### src/rtl/enc8b10b_pkg.sv
// Shared constants, types and helpers for the 8b/10b transmit scheduler.
package enc8b10b_pkg;

    localparam logic [7:0]  K28_5  = 8'hBC;
    localparam logic        RD_NEG = 1'b0;
    localparam logic        RD_POS = 1'b1;
    localparam int unsigned SYM_W  = 9;

    typedef enum logic {SYNC, DATA} state_t;

    typedef struct packed {
        logic       k;
        logic [7:0] data;
    } sym_t;

    // Only the twelve defined 8b/10b control characters are legal K bytes.
    function automatic logic is_valid_k(input logic [7:0] b);
        case (b)
            8'h1C, 8'h3C, 8'h5C, 8'h7C, 8'h9C, 8'hBC,
            8'hDC, 8'hFC, 8'hF7, 8'hFB, 8'hFD, 8'hFE: return 1'b1;
            default: return 1'b0;
        endcase
    endfunction

    function automatic logic [3:0] ones10(input logic [9:0] code);
        logic [3:0] n;
        n = 4'd0;
        for (int i = 0; i < 10; i++) begin
            n = n + 4'(code[i]);
        end
        return n;
    endfunction

endpackage

### src/rtl/enc_sym_fifo.sv
// Small circular FIFO of {k, data} symbols feeding the transmit scheduler.
module enc_sym_fifo
    import enc8b10b_pkg::*;
#(
    parameter int unsigned DEPTH = 4
) (
    input  logic clk,
    input  logic rst_n,
    input  logic i_push,
    input  logic i_pop,
    input  sym_t i_wdata,
    output logic o_full_c,
    output logic o_empty_c,
    output sym_t o_head_c
);

    localparam int unsigned AW = (DEPTH > 1) ? $clog2(DEPTH) : 1;
    localparam int unsigned CW = AW + 1;

    sym_t          r_mem [DEPTH];
    logic [AW-1:0] r_wr_ptr;
    logic [AW-1:0] r_rd_ptr;
    logic [CW-1:0] r_count;

    // Pointers wrap naturally because DEPTH is a power of two.
    always_ff @(posedge clk or negedge rst_n) begin
        if (!rst_n) begin
            r_wr_ptr <= '0;
            r_rd_ptr <= '0;
            r_count  <= '0;
        end else begin
            if (i_push) r_wr_ptr <= r_wr_ptr + AW'(1);
            if (i_pop)  r_rd_ptr <= r_rd_ptr + AW'(1);
            case ({i_push, i_pop})
                2'b10:   r_count <= r_count + CW'(1);
                2'b01:   r_count <= r_count - CW'(1);
                default: r_count <= r_count;
            endcase
        end
    end

    always_ff @(posedge clk) begin
        if (i_push) r_mem[r_wr_ptr] <= i_wdata;
    end

    assign o_full_c  = (r_count == CW'(DEPTH));
    assign o_empty_c = (r_count == '0);
    assign o_head_c  = r_mem[r_rd_ptr];

endmodule

### src/rtl/enc_tx_sched.sv
// 8b/10b transmit sequencer: sync burst, comma insertion, K checking,
// running-disparity ownership and registered code output.
module enc_tx_sched
    import enc8b10b_pkg::*;
#(
    parameter int unsigned DEPTH        = 4,
    parameter int unsigned SYNC_LEN     = 16,
    parameter int unsigned ALIGN_PERIOD = 256
) (
    input  logic       clk,
    input  logic       reset,
    input  logic       sym_en,
    input  logic       in_valid,
    output logic       in_ready,
    input  logic [7:0] in_data,
    input  logic       in_k,
    output logic [7:0] enc_data,
    output logic       enc_k,
    output logic       enc_rd,
    input  logic [9:0] enc_code,
    output logic       out_valid,
    output logic [9:0] out_code,
    output logic       rd_state,
    output logic       sync_done,
    output logic       k_err,
    output logic       disp_err
);

    localparam int unsigned SW = (SYNC_LEN > 1) ? $clog2(SYNC_LEN) : 1;
    localparam int unsigned AW = (ALIGN_PERIOD > 1) ? $clog2(ALIGN_PERIOD) : 1;

    state_t        r_state;
    state_t        w_state_nxt;
    logic [SW-1:0] r_sync_cnt;
    logic [AW-1:0] r_align_cnt;
    logic          r_rd;
    logic          r_sync_done;
    logic          r_out_valid;
    logic [9:0]    r_out_code;
    logic          r_k_err;
    logic          r_disp_err;

    logic          w_full;
    logic          w_empty;
    sym_t          w_head;
    logic          w_push;
    logic          w_pop;
    logic          w_sync_last;
    logic          w_force_align;
    logic          w_k_sub;
    logic          w_comma;
    logic [3:0]    w_ones;
    logic          w_rd_nxt;
    logic          w_disp_bad;

    assign w_push = in_valid && !w_full;

    enc_sym_fifo #(
        .DEPTH (DEPTH)
    ) u_fifo (
        .clk       (clk),
        .rst_n     (reset),
        .i_push    (w_push),
        .i_pop     (w_pop),
        .i_wdata   ({in_k, in_data}),
        .o_full_c  (w_full),
        .o_empty_c (w_empty),
        .o_head_c  (w_head)
    );

    always_ff @(posedge clk or negedge reset) begin
        if (!reset) r_state <= SYNC;
        else        r_state <= w_state_nxt;
    end

    always_comb begin
        w_state_nxt = r_state;
        w_sync_last = sym_en && (r_state == SYNC) && (r_sync_cnt == SW'(SYNC_LEN - 1));
        if (w_sync_last) w_state_nxt = DATA;
    end

    // Symbol selection: comma unless DATA with a waiting entry and no forced alignment.
    always_comb begin
        enc_data      = K28_5;
        enc_k         = 1'b1;
        w_pop         = 1'b0;
        w_k_sub       = 1'b0;
        w_force_align = 1'b0;
        if (r_state == DATA) begin
            w_force_align = (ALIGN_PERIOD != 0) && (r_align_cnt == AW'(ALIGN_PERIOD - 1));
            if (!w_force_align && !w_empty) begin
                w_pop = sym_en;
                if (w_head.k && !is_valid_k(w_head.data)) w_k_sub = 1'b1;
                else {enc_k, enc_data} = w_head;
            end
        end
    end

    assign w_comma = enc_k && (enc_data == K28_5);
    assign w_ones  = ones10(enc_code);

    // Only balanced codes or ones that flip RD in the legal direction are accepted.
    always_comb begin
        w_rd_nxt   = r_rd;
        w_disp_bad = 1'b0;
        if (w_ones == 4'd5) begin
            w_rd_nxt = r_rd;
        end else if ((w_ones == 4'd6) && (r_rd == RD_NEG)) begin
            w_rd_nxt = RD_POS;
        end else if ((w_ones == 4'd4) && (r_rd == RD_POS)) begin
            w_rd_nxt = RD_NEG;
        end else begin
            w_disp_bad = 1'b1;
        end
    end

    always_ff @(posedge clk or negedge reset) begin
        if (!reset) begin
            r_sync_cnt  <= '0;
            r_align_cnt <= '0;
            r_rd        <= RD_NEG;
            r_sync_done <= 1'b0;
            r_out_valid <= 1'b0;
            r_out_code  <= '0;
            r_k_err     <= 1'b0;
            r_disp_err  <= 1'b0;
        end else begin
            r_out_valid <= sym_en;
            r_k_err     <= sym_en && w_k_sub;
            r_disp_err  <= sym_en && w_disp_bad;
            if (sym_en) begin
                r_out_code <= enc_code;
                r_rd       <= w_rd_nxt;
                if (r_state == SYNC) r_sync_cnt <= r_sync_cnt + SW'(1);
                if (w_sync_last)     r_sync_done <= 1'b1;
                if (w_comma || (ALIGN_PERIOD == 0)) r_align_cnt <= '0;
                else                                r_align_cnt <= r_align_cnt + AW'(1);
            end
        end
    end

    assign in_ready  = !w_full;
    assign enc_rd    = r_rd;
    assign rd_state  = r_rd;
    assign sync_done = r_sync_done;
    assign out_valid = r_out_valid;
    assign out_code  = r_out_code;
    assign k_err     = r_k_err;
    assign disp_err  = r_disp_err;

endmodule

### config.mk
export PLATFORM = sky130hd
export DESIGN_NAME = enc_tx_sched
export DESIGN_NICKNAME = d
export VERILOG_FILES = /design/src/rtl/enc8b10b_pkg.sv /design/src/rtl/enc_sym_fifo.sv /design/src/rtl/enc_tx_sched.sv
export SDC_FILE = /design/constraint.sdc
export NUM_CORES = 1
export LEC_CHECK = 0
export ABC_AREA = 1
export CAP_MARGIN = 20
export CORE_AREA = 2 2 88 73
export CTS_BUF_LIST = sky130_fd_sc_hd__clkbuf_8
export CTS_CLUSTER_DIAMETER = 40
export CTS_CLUSTER_SIZE = 30
export DETAILED_ROUTE_END_ITERATION = 8
export DIE_AREA = 0 0 90 75
export PLACE_DENSITY = 0.92
export SLEW_MARGIN = 15
export SYNTH_ARGS = -nofsm -noshare
export SYNTH_HDL_FRONTEND = slang
export SYNTH_SLANG_ARGS = --single-unit
### constraint.sdc
create_clock -name clk -period 4.1 [get_ports clk]
set_clock_uncertainty 0.1 [all_clocks]
set_input_delay 0.615 -clock clk [delete_from_list [all_inputs] [get_ports clk]]
set_output_delay 0.615 -clock clk [all_outputs]
set_load 0.02 [all_outputs]
==> key figures <==
Route
  – Final WL: 7.23 mm
  – Via count: 2609
  – Met3 WL: 473 um
  – Post-DR vias/cell: 5.19
  – DR iter-0 viols: 187
  – Top routing layer used: met4
  – ANT nets after route: 0
  – DRC viols: 0
  – Routed WL per cell: 14.4 um
  – M1 wire length: 2.93 mm
  – Wire length on met2: 3.65 mm
  – 1st-pass router iterations: 4

Timing
  – Crit path time final: 3920 ps
  – Setup TNS: 0 ps
  – Max-Slew Margin vs Limit: 38.1%
  – Fin. max-slew vios: 0
  – Tcrit/Tclk final: 95.6%
  – Worst slew pin tran: 925 ps
  – Final setup violation count: 0
  – WHS: 373 ps
  – RSZ-0062 raised after global routing: false
  – PnR worst setup slack: 180 ps
  – Final Hold Vio Count: 0
  – Highest clock rate: 255 MHz

Clock tree
  – CTS max path bufs: 2
  – Clock slew at reported path FFs: 80 ps
  – Postcts setup bufs: 0
  – TritonCTS clock tree: yes
  – CTS Sinks: 71
  – Root Buffer: clkbuf_8
  – H-tree depth: 3
  – Worst-skew pair later-pin latency: 350 ps
  – Hold Buf Count CTS: 0
  – TritonCTS Buffers: 9

Global route
  – Global-route wire length before repair: 11.8 mm
  – Global Route Usage Sum: 23.2%
  – Vias in the first global route: 2588
  – Remaining Overflow, GRT: 0
  – Largest net degree at the start of global routing: 36
  – Initial antenna violation count: 0

Floorplan
  – Die width: 90 um
  – Starting Density: 60.4%
  – Die area: 6750 um2
  – Die Y: 75 um
  – Area of the core: 5820 um2
  – Row count: 25
  – Num ports: 49

Critical path
  – CP required: 4230 ps
  – Worst path slowest cell: fa_1
  – Critical path's most frequent cell: fa_1
  – Worst Path Arrival: 4050 ps
  – Setup crit start kind: input pin
  – Setup Crit Path Kind: in2reg
  – Largest stage delay on the critical path: 520 ps
  – Crit. End Element: register
  – Crit path max fanout: 3
  – CP Cell Sequence: clkdlybuf4s50_1 > fa_1 > fa_1 > inv_1 > fa_1 > inv_1 > ha_1 > inv_1 > fa_1 > o21ai_1 > nand2_1 > nor2_1 > a31oi_1 > o21ai_0 > nand2_1

Cells and area
  – Commonest non-fill, non-tap cell in the layout: nand2_1
  – Layout cell share with drive strength beyond 1: 8.53%
  – Area growth syn-to-layout: 20.6%
  – # fillers: 394
  – Most frequent cells in the layout: nand2_1 (132), inv_1 (49), clkdlybuf4s50_1 (48)
  – Final Core Density: 72.8%
  – Fin nets: 456
  – Post-route cell area: 4240 um2
  – Number of diodes: 0
  – Non-filler cells, final: 503

Power
  – Cell internal pwr: 1.69 mW
  – Sw Share: 41.3%
  – Sw power: 1.19 mW
  – Pwr Density: 679 nW/um2
  – Max IR drop VDD: 0.364 mV
  – Sequential Power Share: 35.4%
  – LEAKAGE: 2.02 nW
  – Comb pwr share: 45.4%
  – Total design power: 2.87 mW
  – Clock network power share: 19.2%

Placement
  – Placed Cells: 487
  – Pre-CTS WS: -295 ps
  – IO Port Bufs: 48
  – Final RePlAce weighted congestion: 0.819
  – Post-DP Area: 4040 um2
  – Post-DP HPWL: 5.10 mm

Run status
  – Run status: complete, no violations

Synthesis
  – Async SR Flop Fraction: 49.3%
  – Synth area leader: edfxtp_1
  – Synthesized instance count: 365
  – Synth Cell Area: 3510 um2
  – Main synth FF type: edfxtp_1
  – Register bit total from synthesis: 71
  – Synth warnings: 0
  – EDFF count, synth: 36
  – Syn Area/Cell: 9.62 um2
  – Area share of the largest cell type after synthesis: 30.8%
  – Synthesized Nets: 404
  – Synth area leaders: edfxtp_1 (31%), dfrtp_1 (25%), nand2_1 (14%)
  – Sequential area share after synthesis: 55.7%
  – Netlist cell types: 30

Min path
  – Worst min-delay path category: reg2reg

Flow run
  – Max-cap viol count: 0
[worst max-delay path: cells and delay by family]
kind,cells,cell delay (ps)
adders and majority gates,5,2000
buffers and inverters,4,620
and+or+nand+nor,3,300
AOI/OAI and AO/OA,3,500
[Yosys cell counts (3+ instances only)]
library cell	count
xor2_1	9
nand2_1	132
inv_1	48
o21ai_0	6
ha_1	9
nand3_1	16
buf_2	3
inv_2	3
edfxtp_1	36
nor2_1	18
xnor2_1	5
dfrtp_1	35
a21oi_1	4
buf_4	3
nand3_2	6
nand4_1	4
fa_1	7
nor3_1	3
nand2_2	5
[power groups by stage]
stage | Sequential [mW] | Clock (mW) | Combinational [mW]
2_1_floorplan | 1.01 | 0 | 0.904
3_3_place_gp | 1.02 | 0 | 1.22
3_5_place_dp | 1.03 | 0 | 1.28
4_1_cts | 1.01 | 0.557 | 1.30
5_1_grt | 1.03 | 0.590 | 1.44
6_report | 1.02 | 0.552 | 1.30
[layer usage]
metal | vias to the layer above | global-route usage [%]
met5 | - | 0
met3 | 19 | 5.71
li1 | 1250 | -
met1 | 1247 | 28.0
met2 | 93 | 39.8
met4 | 0 | 12.3
[cell type report]
class | count | area (um2) | area share [%]
clock buffers | 10 | 138 | 3.25
clock inverters | 6 | 61.3 | 1.45
inverters | 52 | 195 | 4.61
multi-input cells | 232 | 1280 | 30.2
flip-flops and latches | 71 | 1960 | 46.2
well taps | 81 | 101 | 2.39
repair buffers | 51 | 503 | 11.9
[flip-flops by register name (all words and copies together), names as in the netlist, 2 cells and up]
signal and count:
u_fifo.r_wr_ptr 2, u_fifo.r_rd_ptr 2, out_code 10, r_align_cnt 8, r_sync_cnt 4, u_fifo.r_mem 36, u_fifo.r_count 3
[what timing repair did]
| action | 4_1_cts | 5_1_grt |
|---|---|---|
| resized for setup | 0 | 1 |
| endpoints found under the setup margin | 0 | 1 |
| endpoints found under the hold margin | 0 | 0 |
[path summary, 6_finish.rpt]
check | from | endpoint | slack [ps] | depth (start not counted)
worst max-delay path | enc_code[0] | enc_rd | 180 | 15
worst min-delay path | sync_done | sync_done | 370 | 2
worst max register to register | r_align_cnt[0] | u_fifo.r_count[2] | 1400 | 12
worst min register to register | sync_done | sync_done | 370 | 2
max in group asynchronous | reset | out_code[7] | 3030 | 2
min in group asynchronous | reset | r_sync_cnt[1] | 570 | 2
[kinds of logic after synthesis]
family	Yosys count	share of synthesized area (%)
buf+inv	62	7.80
flops	71	55.7
fa+ha+maj	16	7.20
mux	1	0.321
simple gates	186	22.8
compound gates	15	2.71
xor+xnor	14	3.49
Power figures use the tool's default switching activity.
==> patch (config.mk and constraints unchanged) <==
Set the parameter `ALIGN_PERIOD` to 128 (it was 256).
--- a/src/rtl/enc_tx_sched.sv
+++ b/src/rtl/enc_tx_sched.sv
@@ -5,7 +5,7 @@
 #(
     parameter int unsigned DEPTH        = 4,
     parameter int unsigned SYNC_LEN     = 16,
-    parameter int unsigned ALIGN_PERIOD = 256
+    parameter int unsigned ALIGN_PERIOD = 128
 ) (
     input  logic       clk,
     input  logic       reset,
Formal check against the unedited RTL: same outputs for any inputs over 10 cycles, from zero or initial values and one cycle with reset low; that may be too few to reach the edited logic, so the function may still have changed.
==> patch against the original RTL <==
Area after synthesis fell by 3.5%; non-clock buffer count increased by 1; final area down 2.6%; routed wire length grew 3.1%; setup slack better by 0.12 ns; total power down 1.3%; first-iteration DRC count is 45% higher; sequential cell count is 1 lower; final cell count shrank 1.6%; maximum frequency rose by 3.2%.
==> patch: results (changes against the original RTL) <==
[final_layout]
fillers = 382  ; -3.0%
drive_above_1_share = 0.0676  ; -0.0177
final_nets = 448  ; -1.8%
diodes = 0  ; unchanged
multi_input_area_um2 = 1210  ; -5.9%
largest_reg_flops = 36  ; unchanged

[placed_design]
dpl_worst_slack_ns = -0.0427  ; +0.252 ns
dp_hpwl_um = 5020  ; -1.6%
io_buffers = 48  ; unchanged
gp_congestion = 0.871  ; +6.4%
dp.cells = 479  ; -1.6%

[detailed_routing]
vias = 2632  ; +0.88%
routedWlPerCell_um = 15.1  ; +4.7%
dr.pass1.iters = 6  ; +2
drt_wl_total_um = 7450  ; +3.1%
drt_iter0_markers = 271  ; +45%

[worst_setup_path]
path_max_fanout = 2  ; -1
critPathTopFamily = adder cells
critPathLaunch = enc_code[1]
crit_arrival_ns = 3.92  ; -0.13 ns
cp_slowest_cell = clkdlybuf4s50_1

[yosys]
yosys.cell_types.count = 24  ; -20%
synth_seq_area_share = 0.570  ; +0.0128
avgSynthCellArea_um2 = 9.52  ; -1.1%
yosysWarnings = 0  ; unchanged
synth_area_leaders = edfxtp_1, dfrtp_1, nand2_1, inv_1, fa_1
synthTopCellsByCount = nand2_1, inv_1, edfxtp_1
synth_fp_nets = 395  ; -2.2%
async_reset_ff_frac = 0.486  ; -0.00724

[global_routing]
antenna_found_initial = 0  ; unchanged
grt_pass1_vias = 2561  ; -1.0%
grt_pass1_wl_um = 12100  ; +2.4%
grt_usage = 0.235  ; +0.00347
grt_max_degree = 35  ; -2.8%

[power_and_ir_drop]
peakVddDrop_mv = 0.336  ; -7.7%
p_leak_nw = 1.94  ; -3.8%

[sta]
slew_headroom = 0.342  ; -0.0390

[outcome]
status = finished, final reports clean

[min_path]
min_from = sync_done
hold_class = reg2reg

[clock_tree]
cts.reportedPaths.clkPinSlew_ns = 0.08  ; about the same
post_cts_resized = 0  ; unchanged
cts-root-buf = clkbuf_8
insertion_delay_ns = 0.35  ; about the same

patch: tightest hold or removal path, cell delays in order, from the launching register on:
cell and delay, ns:
dfrtp_1 0.35, inv_1 0.05, nand2_1 0.05
patch: where the power goes:
| group | internal, mW | leakage, nW | switching (mW) |
|---|---|---|---|
| registers | 0.897 | 0.747 | 0.104 |
| logic | 0.483 | 1.10 | 0.825 |
| clock network | 0.276 | 0.0924 | 0.253 |
| total | 1.66 | 1.94 | 1.18 |
patch: path summary, 6_finish.rpt:
kind | endpoint | slack (ns) | cells past startpoint
max in group asynchronous | out_code[4] | 3.03 | 2
max reg2reg | u_fifo.r_count[2] | 1.24 | 14
max | enc_rd | 0.30 | 13
min in group asynchronous | out_code[1] | 0.57 | 2
min | sync_done | 0.38 | 2
min reg2reg | sync_done | 0.38 | 2
patch: routing by layer:
layer / up-vias / wire, um / global-route usage
li1: 1231 / - / -
met1: 1266 / 2960 / 0.282
met2: 113 / 3790 / 0.419
met3: 22 / 523 / 0.0661
met4: 0 / 172 / 0.0889
met5: - / 0 / 0
patch: through the flow:
stage	hold WS (ns)	area (um^2)	util	power, mW
6_report	0.378	4130	0.709	2.84
5_1_grt	0.391	4130	0.709	3.02
4_1_cts	0.381	4130	0.709	2.83
3_5_place_dp	0.363	3940	0.677	2.28
3_3_place_gp	0.357	3940	0.677	2.20
2_1_floorplan	0.219	3390	-	1.84
patch: cell type report:
cell class,instances,share of cell area
clock inverter,7,0.0161
sequential,70,0.468
timing repair buffer,52,0.124
inverter,50,0.0455
clock buffer,9,0.0300
tap,81,0.0246
multi-input combinational,226,0.292
patch: kinds of logic (layout without fill, tap and decap cells):
logic type | Yosys count | count (layout) | share of synthesized area
mux | 1 | 1 | 0.00332
flops | 70 | 70 | 0.570
simple gates | 181 | 181 | 0.221
fa+ha+maj | 16 | 16 | 0.0746
compound gates | 15 | 15 | 0.0233
buf+inv | 60 | 118 | 0.0742
xor+xnor | 13 | 13 | 0.0336
